File: config.mk
export PLATFORM = sky130hd
export DESIGN_NAME = display_scan
export DESIGN_NICKNAME = d
export VERILOG_FILES = /design/src/rtl/display_scan.sv
export SDC_FILE = /design/constraint.sdc
export NUM_CORES = 1
export LEC_CHECK = 0
export ABC_AREA = 1
export BUFFER_PORTS_ARGS = -buffer_cell sky130_fd_sc_hd__buf_2
export CAP_MARGIN = 15
export CELL_PAD_IN_SITES_DETAIL_PLACEMENT = 1
export CELL_PAD_IN_SITES_GLOBAL_PLACEMENT = 1
export CORE_MARGIN = 1
export CORE_UTILIZATION = 43
export CTS_BUF_LIST = sky130_fd_sc_hd__clkbuf_16
export DETAILED_ROUTE_END_ITERATION = 16
export PLACE_DENSITY_LB_ADDON = 0.1
export SETUP_SLACK_MARGIN = 0.5
export SKIP_LAST_GASP = 1
export SLEW_MARGIN = 20
export SYNTH_ARGS = -nofsm -noshare
export SYNTH_HDL_FRONTEND = slang
export SYNTH_SLANG_ARGS = --single-unit
File: constraint.sdc
create_clock -name clk -period 2.5 [get_ports clk]
set_clock_uncertainty 0.1 [all_clocks]
set_input_delay 0.375 -clock clk [delete_from_list [all_inputs] [get_ports clk]]
set_output_delay 0.375 -clock clk [all_outputs]
set_load 0.03 [all_outputs]
File: src/rtl/display_scan.sv
// Six-digit multiplexed 7-segment scanner for an hh:mm:ss stopwatch display.
// Latency: an/seg/dp are registered, one clock behind the scan/shadow state.
// Backpressure: none; free-running scan, inputs captured once per frame.
// Ports:
//   clk, reset            - single clock, synchronous active-high reset
//   H1..S0                - BCD digits hh:mm:ss (captured at frame boundary)
//   running               - 1 = separators blink, 0 = separators steady on
//   lz_blank              - blank leading hour zeros
//   disp_en               - 0 = anodes off (everything else keeps running)
//   an[5:0]               - active-low anodes, an[0]=S0 .. an[5]=H1
//   seg[6:0]              - active-low segments {g,f,e,d,c,b,a}
//   dp                    - active-low decimal point (separator)
module display_scan #(
   parameter int SCAN_DIV  = 50000,
   parameter int BLANK_CYC = 500,
   parameter int BLINK_DIV = 25000000
) (
   input  logic       clk,
   input  logic       reset,
   input  logic [3:0] H1,
   input  logic [3:0] H0,
   input  logic [3:0] M1,
   input  logic [3:0] M0,
   input  logic [3:0] S1,
   input  logic [3:0] S0,
   input  logic       running,
   input  logic       lz_blank,
   input  logic       disp_en,
   output logic [5:0] an,
   output logic [6:0] seg,
   output logic       dp
);

   localparam int SW = (SCAN_DIV  > 1) ? $clog2(SCAN_DIV)  : 1;
   localparam int BW = (BLINK_DIV > 1) ? $clog2(BLINK_DIV) : 1;
   localparam logic [SW-1:0] SCAN_LAST  = SW'(SCAN_DIV - 1);
   localparam logic [SW-1:0] BLANK_END  = SW'(BLANK_CYC);
   localparam logic [BW-1:0] BLINK_LAST = BW'(BLINK_DIV - 1);

   logic [SW-1:0]     scan_cnt_q, scan_cnt_d;
   logic [2:0]        idx_q, idx_d;
   logic [5:0][3:0]   shd_q, shd_d;   // shd[0]=S0 .. shd[5]=H1
   logic [BW-1:0]     blink_cnt_q, blink_cnt_d;
   logic              phase_q, phase_d;
   logic [5:0]        an_q, an_d;
   logic [6:0]        seg_q, seg_d;
   logic              dp_q, dp_d;

   logic [3:0]        digit;
   logic              lz_hide;

   // scan position and frame-boundary shadow capture
   always_comb begin
      scan_cnt_d = scan_cnt_q + 1'b1;
      idx_d      = idx_q;
      shd_d      = shd_q;
      if (scan_cnt_q == SCAN_LAST) begin
         scan_cnt_d = '0;
         if (idx_q == 3'd5) begin
            idx_d = 3'd0;
            shd_d = {H1, H0, M1, M0, S1, S0};
         end else begin
            idx_d = idx_q + 3'd1;
         end
      end
   end

   // Separator blink. Holding the counter at 0 / phase 1 while stopped means
   // a rising edge of running restarts the blink with no extra edge detector.
   always_comb begin
      blink_cnt_d = blink_cnt_q;
      phase_d     = phase_q;
      if (!running) begin
         blink_cnt_d = '0;
         phase_d     = 1'b1;
      end else if (blink_cnt_q == BLINK_LAST) begin
         blink_cnt_d = '0;
         phase_d     = ~phase_q;
      end else begin
         blink_cnt_d = blink_cnt_q + 1'b1;
      end
   end

   // output decode from the current slot
   always_comb begin
      case (idx_q)
         3'd0:    digit = shd_q[0];
         3'd1:    digit = shd_q[1];
         3'd2:    digit = shd_q[2];
         3'd3:    digit = shd_q[3];
         3'd4:    digit = shd_q[4];
         default: digit = shd_q[5];
      endcase

      lz_hide = lz_blank &&
                (((idx_q == 3'd5) && (shd_q[5] == 4'd0)) ||
                 ((idx_q == 3'd4) && (shd_q[5] == 4'd0) && (shd_q[4] == 4'd0)));

      case (digit)
         4'd0:    seg_d = 7'b1000000;
         4'd1:    seg_d = 7'b1111001;
         4'd2:    seg_d = 7'b0100100;
         4'd3:    seg_d = 7'b0110000;
         4'd4:    seg_d = 7'b0011001;
         4'd5:    seg_d = 7'b0010010;
         4'd6:    seg_d = 7'b0000010;
         4'd7:    seg_d = 7'b1111000;
         4'd8:    seg_d = 7'b0000000;
         4'd9:    seg_d = 7'b0010000;
         default: seg_d = 7'b0111111;   // non-BCD shows a dash
      endcase
      if (lz_hide) begin
         seg_d = 7'b1111111;
      end

      // anodes stay off for the first BLANK_CYC cycles of each slot
      if ((scan_cnt_q < BLANK_END) || !disp_en) begin
         an_d = 6'b111111;
      end else begin
         an_d = ~(6'b000001 << idx_q);
      end

      // separators sit after M0 (slot 2) and H0 (slot 4)
      if ((idx_q == 3'd2) || (idx_q == 3'd4)) begin
         dp_d = ~phase_q;
      end else begin
         dp_d = 1'b1;
      end
   end

   always_ff @(posedge clk) begin
      if (reset) begin
         scan_cnt_q  <= '0;
         idx_q       <= 3'd0;
         shd_q       <= '0;
         blink_cnt_q <= '0;
         phase_q     <= 1'b1;
         an_q        <= 6'b111111;
         seg_q       <= 7'b1111111;
         dp_q        <= 1'b1;
      end else begin
         scan_cnt_q  <= scan_cnt_d;
         idx_q       <= idx_d;
         shd_q       <= shd_d;
         blink_cnt_q <= blink_cnt_d;
         phase_q     <= phase_d;
         an_q        <= an_d;
         seg_q       <= seg_d;
         dp_q        <= dp_d;
      end
   end

   assign an  = an_q;
   assign seg = seg_q;
   assign dp  = dp_q;

endmodule

### After elaboration in Yosys (flattened, before gate mapping)

Memory sizes are Yosys's and may differ from the RTL's. A register that Yosys moved wholly into a read port is not among the register bits.
Cells that the tools add are included.

| operators by class | value |
|---|---|
| $lt $le $gt $ge | 1 |
| shift-type cells | 1 |
| $add $sub $neg | 3 |
| reductions and logical operators | 18 |
| bitwise operators | 4 |
| equality and inequality tests | 7 |
| muxes and demuxes | 2 |

Operators with widths:

| kind | number |
|---|---|
| $add 25x1->25 const B | 1 |
| $eq 25x25->1 const B | 1 |
| $pmux 4 s5 | 1 |
| $add 16x1->16 const B | 1 |
| $eq 16x16->1 const B | 1 |
| $lt 16x9->1 const B | 1 |
| $reduce_or 2->1 | 5 |
| $logic_not 4->1 | 2 |
| $eq 3x2->1 const B | 2 |
| $eq 3x3->1 const B | 2 |
| $not 6->6 | 1 |
| $shl 1x3->6 const A | 1 |
| $logic_and 1x1->1 | 4 |
| $add 3x1->3 const B | 1 |
| $eq 3x1->1 const B | 1 |
| $logic_not 3->1 | 1 |
| $logic_or 1x1->1 | 3 |
| $mux 3 | 1 |
| $not 1->1 | 3 |
| $reduce_or 3->1 | 1 |
| $reduce_and 2->1 | 1 |
| $logic_not 1->1 | 1 |

| storage, ports and cells | value |
|---|---|
| memories | 1 |
| flip-flop bits (word level) | 76 |
| output and inout bits | 14 |
| ROM bits | 112 |

Memories:

| memory | depth | width | rd ports | clocked after Yosys merged registers in | wr ports | line | text |
|---|---|---|---|---|---|---|---|
| (no name shown) | 16 | 7 | 1 | 1 | 0 | 99 | `case (digit)` |

### Logic depth before layout (Yosys ltp)

Gate-level depths: netlist of run 1.

| depth | value |
|---|---|
| depth in word-level cells | 6 |
| depth in mapped cells | 15 |

### Worst setup path before layout of run 1

Ideal clock, no wire load.

| timing path | value |
|---|---|
| path type | register to register |
| start | reg idx_q[2] |
| end | reg seg_q[3], in the netlist seg[3] |
| path buffers | 2 |
| library setup time | 58 ps |
| path slack | 432 ps |
| data required time | 2,342 ps |
| arrival | 1,909 ps |
| stages on the path, launching flop included | 14 |
| path through | dfxtp_1 buf_4 inv_2 buf_6 ha_1 nor2_2 nand2_2 or2_0 nand2_1 ha_1 nand3b_1 nand2_1 nand2_1 nand2_1 |

| on the way | value |
|---|---|
| cells in the longest elaborated chain, start to end | 6 |

Ends and longest elaborated chain:

| item | line | text |
|---|---|---|
| from (decl) | 41 | `logic [2:0] idx_q, idx_d;` |
| from (signal assigned) | 143 | `idx_q <= idx_d;` |
| $eq 3x3->1 | 86, 97 |  |
| $logic_and 1x1->1 (2 in a row) | 97 | `((idx_q == 3'd4) && (shd_q[5] == 4'd0) && (shd_q[4] == 4'd0)));` |
| $logic_or 1x1->1 | 96 | `(((idx_q == 3'd5) && (shd_q[5] == 4'd0)) \|\|` |
| $logic_and 1x1->1 | 95 | `lz_hide = lz_blank &&` |
| $reduce_or 2->1 (no line) | - |  |
| to (decl) | 46 | `logic [6:0] seg_q, seg_d;` |

Parallel ways exist; a longest one is shown, timed or not.
A chain may end at the register's enable or synchronous reset.

### Worst setup path after layout of run 1

| timing path | value |
|---|---|
| start | reg idx_q[1] |
| end | reg seg_q[3], in the netlist seg[3] |

Same word-level chain as after synthesis.

==> results of run 1 <==
[synth_stat cells (2+ instances only)]
master | number | area [um^2]
nand2_1 | 167 | 626.9
dfxtp_1 | 83 | 1662
nor2_1 | 52 | 195.2
inv_1 | 47 | 176.4
nand3_1 | 35 | 175.2
nand2_2 | 27 | 168.9
a21oi_1 | 23 | 115.1
a21oi_2 | 20 | 175.2
nor3_1 | 16 | 80.08
nand4_1 | 12 | 75.07
xor2_1 | 9 | 78.83
nor2_2 | 8 | 50.05
buf_4 | 6 | 45.04
ha_1 | 6 | 75.07
inv_2 | 6 | 22.52
nor3b_1 | 6 | 45.04
o21ai_0 | 6 | 30.03
nor4_1 | 4 | 25.02
or2_0 | 4 | 25.02
nand3b_1 | 3 | 22.52
nor3b_2 | 3 | 37.54
or2_2 | 3 | 18.77
buf_12 | 2 | 40.04
buf_2 | 2 | 10.01
clkbuf_1 | 2 | 7.510
nand3_2 | 2 | 20.02
nor2_4 | 2 | 22.52
nor4_4 | 2 | 42.54
o211ai_1 | 2 | 15.01
[final timing paths]
kind / depth (start not counted) / slack (ps) / to
worst max-delay path: 12 / 560 / seg[3]
worst min-delay path: 3 / 170 / shd_q[1]
worst max register to register: 12 / 560 / seg[3]
worst min register to register: 1 / 340 / scan_cnt_q[0]
[layout make-up]
class	count	share of cell area (%)
Clock buffer	9	4.448
Clock inverter	7	1.804
Inverter	54	4.299
Multi-Input combinational cell	422	46.23
Sequential cell	83	32.89
Tap cell	129	3.188
Timing Repair Buffer	58	6.919
Timing Repair inverter	1	0.2224
[flip-flops by register name (all words and copies together), names as in the netlist]
name and cells:
blink_cnt_q 25, shd_q 24, scan_cnt_q 16, seg 7, an 6, idx_q 3
dp 1, phase_q 1
[cell families after synthesis]
| family | share of synthesized area, % |
|---|---|
| and+or+nand+nor | 40.18 |
| DFF | 39.52 |
| buffers and inverters | 7.738 |
| AOI/OAI and AO/OA | 8.691 |
| xor gates and xnor gates | 2.083 |
| adders and majority gates | 1.786 |
[power breakdown]
part           switching [W]  total (W)  internal [W]  leakage (nW)
Clock               0.000552    0.00143      0.000873         0.157
Combinational      0.0000563  0.0000854     0.0000291          1.10
Sequential        0.00000580    0.00134       0.00133         0.673
Total               0.000615    0.00285       0.00223          1.93
[metrics by stage]
step | std cells | util (%)
after floorplan | 571 | -
after detailed placement | 732 | 47.92
final | 763 | 54.03
after global routing | 763 | 54.03
after CTS | 752 | 52.15
after global placement | 732 | 47.92
[repair_timing]
action	CTS	global route
hold endpoints to repair	0	0
setup buffers	3	9
gates cloned	1	2
pin swaps	5	11
endpoints found under the setup margin	26	56
resized for setup	9	23
[layout by cell type (no fill, tap or decap), types with 4 or more instances in the layout]
| cell type | netlist | final |
|---|---|---|
| a21oi_2 | 20 | 20 |
| nand2_1 | 167 | 160 |
| xor2_1 | 9 | 9 |
| ha_1 | 6 | 4 |
| o21ai_0 | 6 | 6 |
| a21oi_1 | 23 | 23 |
| nand2_2 | 27 | 31 |
| dfxtp_1 | 83 | 82 |
| nand4_1 | 12 | 12 |
| inv_1 | 47 | 45 |
| nor4_1 | 4 | 4 |
| nor2_2 | 8 | 6 |
| buf_2 | 2 | 42 |
| nor2_4 | 2 | 5 |
| nor3b_1 | 6 | 6 |
| buf_4 | 6 | 13 |
| nand3_2 | 2 | 5 |
| clkbuf_16 | 0 | 9 |
| nor3_1 | 16 | 16 |
| inv_2 | 6 | 7 |
| nand3_1 | 35 | 33 |
| nor2_1 | 52 | 51 |
[layer usage]
metal | up-vias | GRT usage (%) | routed length (um)
li1 | 1955 | - | -
met1 | 1858 | 28.96 | 5260
met2 | 70 | 42.10 | 5689
met3 | 18 | 3.814 | 386
met4 | 0 | 6.577 | 226
met5 | - | 0 | 0
[critical path: stages (launching register included)]
cell	delay, ps
dfxtp_4	360
nand2_2	90
inv_2	50
ha_4	190
nor2_4	140
nand2_4	90
or2_4	250
nand2_4	90
ha_4	200
nand3b_1	150
nand2_1	80
nand2_1	50
nand2_1	50
==> reports/qor.txt, run 1 <==
status -> finished clean
first-pass GRT wire length -> 18.56 mm
critical path data arrival time -> 2120 ps
GR Util All Layers -> 23.47%
FFs w/ async S/R, synth -> 0%
Nets -> 664
power per cell area -> 562.6 nW/um^2
drt wl/cell -> 15.15 um
RSZ-0062 raised after global routing -> yes
final instance area -> 5064 um^2
maximum capacitance violations -> 0
Worst Hold Class -> in -> reg
Detailed Route Iter0 Violations -> 143
final worst-path setup slack -> 556.5 ps
CTS clk-pin slew, worst paths -> 70 ps
Filler Cells Inserted -> 1,221
Max FO, Critical Path -> 6
Critical Path End Type -> flip-flop
die footprint -> 10,180 um^2
final max-slew violation count -> 0
Root Buffer -> clkbuf_16
critical path type -> reg -> reg
Syn Inst Count -> 571
Slew headroom -> 66.22%
First-pass DRT Iterations -> 4
final setup fails -> 0
Setup TNS -> 0 ps
# diodes -> 0
DR DRC count -> 0
Die W -> 100.9 um
initial antenna violation count -> 0
DR vias/cell -> 5.113
CTS tree -> built
total CTS buffers -> 9
Tmin final -> 1943 ps
period utilization -> 77.74%
PortBufs -> 42
Std-Cell Rows -> 35
Slew @ Worst Pin -> 502.9 ps
mapped cell area -> 4204 um^2
share of layout cells above drive strength 1 -> 26.97%
register bit total from synthesis -> 83
Final ANT Viol Nets -> 0
Syn Area/Cell -> 7.363 um^2
leakage -> 1.930 nW
number of synthesized flops with an enable pin -> 0
core area -> 9371 um^2
register area -> 1665 um^2
CTS Hold Bufs -> 0
Syn-to-layout area delta -> 20.45%
Peak VDD IR -> 378.8 uV
hold slack -> 174.5 ps
vias in the first global route -> 3,971
Top FF cell, synth -> dfxtp_1
chip height -> 100.9 um
Starting Density -> 44.86%
sequential area share after synthesis -> 39.52%
GP Congestion -> 0.8338
unique cell type count in the Yosys netlist -> 40
dpl hpwl -> 7.918 mm
# IOs -> 43
vias -> 3,901
FMAX -> 514.5 MHz
worst skew pair latency -> 340 ps
synth warn -> 0
clk buf depth -> 2
reg2reg start -> idx_q[1]
Fin. Hold Viols -> 0
Worst Path Required -> 2680 ps
Hold Startpoint -> S0[1]
worst setup path start -> idx_q[1]
Max H-tree Level -> 3
total placed instance area -> 4491 um^2
total chip power -> 0.002849 W
routed wire length -> 11.56 mm
type of origin of the critical path -> flip-flop
Mapped Nets -> 606
area taken by multi-input logic gates -> 2341 um^2
DP Worst Slack -> 396.8 ps
CTS sink count -> 83
largest net degree at the start of global routing -> 28
total grt overflow -> 0
No activity file was read; power rests on OpenSTA's default activity.
==> run 2: changes to the inputs <==
ABC_AREA = 0   (was 1)
CORE_UTILIZATION = 39   (was 43)
clock period = 1.73 ns   (was 2.5 ns; I/O delays follow)
==> reports/qor.txt, run 2 <==
DP Worst Slack -> -390.2 ps (-787.0 ps)
CTS Hold Bufs -> 0 (unchanged)
PortBufs -> 42 (unchanged)
GR peak layer -> met2
sw power -> 0.0009504 W (+55%)
total chip power -> 0.004229 W (+48%)
met3 Use GR -> 4.287% (+0.47 points)
clk buf depth -> 2 (unchanged)
sequential area share after synthesis -> 44.91% (+5.4 points)
leading area contributor after synthesis -> dfxtp_1
Tmin final -> 2107 ps (+164.0 ps)
Final ANT Viol Nets -> 0 (unchanged)
crit-path most repeated cell -> buf_4
Worst Path Required -> 1860 ps (-820 ps)
reg2reg end -> seg[4]
Max H-tree Level -> 3 (unchanged)
grt met2 use -> 44.12% (+2.0 points)
Die W -> 99.40 um (-1.5%)
reg2reg start -> idx_q[0]
commonest cells in the netlist -> 83 x dfxtp_1, 71 x nand2_1, 52 x nor2_1
Hold Startpoint -> S0[0]
register area -> 1707 um^2 (+2.5%)
CTS tree -> built
Synth top area share -> 44.91% (+5.4 points)
final instance area -> 5902 um^2 (+17%)
Fin. Hold Viols -> 0 (unchanged)
share of layout cells above drive strength 1 -> 54.99% (+28 points)
max reg flops -> 25 (unchanged)
CTS clk-pin slew, worst paths -> 70 ps (about the same)
FF-to-FF setup slack -> -380 ps (-930 ps)
Mapped Nets -> 468 (-23%)
RSZ-0062 raised after global routing -> yes
DR vias/cell -> 5.538 (+8.3%)
Peak VDD IR -> 506.8 uV (+34%)
area taken by multi-input logic gates -> 2496 um^2 (+6.6%)
Syn Area/Cell -> 8.545 um^2 (+16%)
total grt overflow -> 0 (unchanged)
Filler Cells Inserted -> 1,027 (-16%)
leakage -> 2.225 nW (+15%)
vias in the first global route -> 3,834 (-3.5%)
final max-slew violation count -> 0 (unchanged)
worst skew pair latency -> 350 ps (about the same)
# IOs -> 43 (unchanged)
GR Util All Layers -> 24.63% (+1.2 points)
Largest Register -> blink_cnt_q
total CTS buffers -> 9 (unchanged)
DR DRC count -> 0 (unchanged)
drt wl/cell -> 20.05 um (+32%)
FMAX -> 474.5 MHz (-7.8%)
hold slack -> 53.41 ps (-121.1 ps)
mapped cell area -> 3700 um^2 (-12%)
total placed instance area -> 4682 um^2 (+4.3%)
Internal -> 0.003279 W (+47%)
Std-Cell Rows -> 35 (unchanged)
initial antenna violation count -> 0 (unchanged)
synth warn -> 0 (unchanged)
number of synthesized flops with an enable pin -> 0 (unchanged)
FFs w/ async S/R, synth -> 0% (unchanged)
First-pass DRT Iterations -> 5 (+1)
worst-case reg-to-reg path depth -> 9 (-3)
top-count cell post-synth -> dfxtp_1
final setup fails -> 81 (+81)
crit path max-delay cell type -> dfxtp_4
final worst-path setup slack -> -377.5 ps (-934.0 ps)
Slew headroom -> 67.28% (+1.1 points)
largest net degree at the start of global routing -> 17 (-39%)
routed wire length -> 13.67 mm (+18%)
WP buf/inv -> 3 (+2)
commonest non-fill, non-tap cell in the layout -> buf_4
Starting Density -> 40.23% (-4.6 points)
switch share -> 22.47% (+0.90 points)
delay-heaviest family, CP -> compound AO/OA/AOI/OAI gates
Syn Inst Count -> 433 (-24%)
core area -> 9196 um^2 (-1.9%)
Root Buffer -> clkbuf_16
Slew @ Worst Pin -> 484.4 ps (-18.51 ps)
unique cell type count in the Yosys netlist -> 60 (+50%)
cells along the critical path -> and2_4 > ha_4 > a32oi_2 > o211ai_1 > buf_4 > buf_4 > buf_4 > a311oi_2 > o21ai_2
Syn-to-layout area delta -> 59.52%
Critical Path End Type -> flip-flop
register bit total from synthesis -> 83 (unchanged)
met1 Usage GRT -> 28.91% (-0.049 points)
Top Registers -> blink_cnt_q: 25 flops, shd_q: 24 flops, scan_cnt_q: 16 flops
maximum capacitance violations -> 0 (unchanged)
critical path data arrival time -> 2240 ps (+120 ps)
Hold Path Depth -> 3 (unchanged)
chip height -> 99.40 um (-1.5%)
critical path type -> reg -> reg
die footprint -> 9880 um^2 (-2.9%)
dpl hpwl -> 7.434 mm (-6.1%)
Nets -> 601 (-9.5%)
CTS sink count -> 83 (unchanged)
Top FF cell, synth -> dfxtp_1
Worst Hold Class -> in -> reg
period utilization -> 121.8% (+44 points)
Gate power share -> 5.1% (+2.1 points)
most frequent cells in the layout -> 77 x buf_4, 61 x dfxtp_1, 45 x nand2_1
status -> finished, violations left
GP Congestion -> 0.8385 (+0.56%)
Max FO, Critical Path -> 6 (unchanged)
slowest stage delay, CP -> 360 ps (about the same)
# diodes -> 0 (unchanged)
synth top area cells -> dfxtp_1 45%, nand2_1 7.2%, nor2_1 5.3%
Hold EP -> shd_q[0]
power per cell area -> 716.6 nW/um^2 (+27%)
vias -> 3,777 (-3.2%)
sequential power share -> 45.4% (-1.6 points)
Detailed Route Iter0 Violations -> 146 (+2.1%)
clock share of power -> 49.4% (-0.7 points)
post-layout util -> 64.18% (+10 points)
type of origin of the critical path -> flip-flop
failing checks -> setup timing
first-pass GRT wire length -> 18.96 mm (+2.2%)
-- run 2: cell types whose count changed in the layout (fill, tap and decap cells not counted), moves of 21 or more --
cell / previous run / this run
buf_4: 13 / 77
dfxtp_1: 82 / 61
inv_1: 45 / 8
nand2_1: 160 / 45
nor2_1: 51 / 14
nor2_2: 6 / 29
-- run 2: metal layers --
layer / routed length (um) / up-vias
met5: 0 / -
met4: 484 / 0
met3: 414 / 41
met2: 7070 / 109
met1: 5703 / 1863
li1: - / 1764
-- run 2: power groups by stage --
stage	registers (W)	clock network (W)	logic, W
6_report	0.00192	0.00209	0.000218
5_1_grt	0.00192	0.00217	0.000231
3_3_place_gp	0.00198	0	0.000149
4_1_cts	0.00192	0.00208	0.000188
3_5_place_dp	0.00198	0	0.000153
2_1_floorplan	0.00199	0	0.0000555
-- run 2: what timing repair did --
| action | in CTS | in global routing |
|---|---|---|
| gates resized for setup | 62 | 95 |
| endpoints found under the setup margin | 83 | 82 |
| pin swaps | 22 | 26 |
| cloned | 2 | 3 |
| buffers inserted | 16 | 8 |
-- run 2: cell type report --
type                       count  area share [%]
tap                          111           2.353
clock buffer                   9           3.816
sequential                    83           28.92
multi-input combinational    319           42.29
clock inverter                 7           1.569
timing repair buffer         142           20.35
inverter                      11          0.6996
-- run 2: worst max path at each step --
stage               startpoint      to  depth (start not counted)
finish                idx_q[0]  seg[4]                          9
global route          idx_q[0]  seg[2]                         10
CTS                   idx_q[0]  seg[4]                          7
detailed placement    idx_q[1]  seg[4]                          7
global placement      idx_q[1]  seg[3]                          8
floorplan             idx_q[1]  seg[3]                         10
-- run 2: worst reg2reg max path: stages, from the launching register on --
cell and delay, ps:
dfxtp_4 360, and2_4 170, ha_4 190, a32oi_2 230, o211ai_1 140, buf_4 180, buf_4 130, buf_4 160
a311oi_2 270, o21ai_2 80
-- run 2: cell families (layout without fill, tap and decap cells) --
group           after synthesis  count (layout)  share of synthesized area, %
flops                        83              83                         44.91
xor+xnor                     39              39                         9.232
simple gates                202             202                         26.21
mux                           4               4                         1.184
buf+inv                      31             169                         4.329
compound gates               67              67                         11.84
fa+ha+maj                     7               7                         2.300
-- run 2: metrics by stage --
| stage | setup TNS (ps) | std cells |
|---|---|---|
| detailed placement | -13910 | 637 |
| global route | -20450 | 682 |
| finish | -16010 | 682 |
| CTS | -12210 | 671 |
| floorplan | -12550 | 433 |
| global placement | -11970 | 637 |
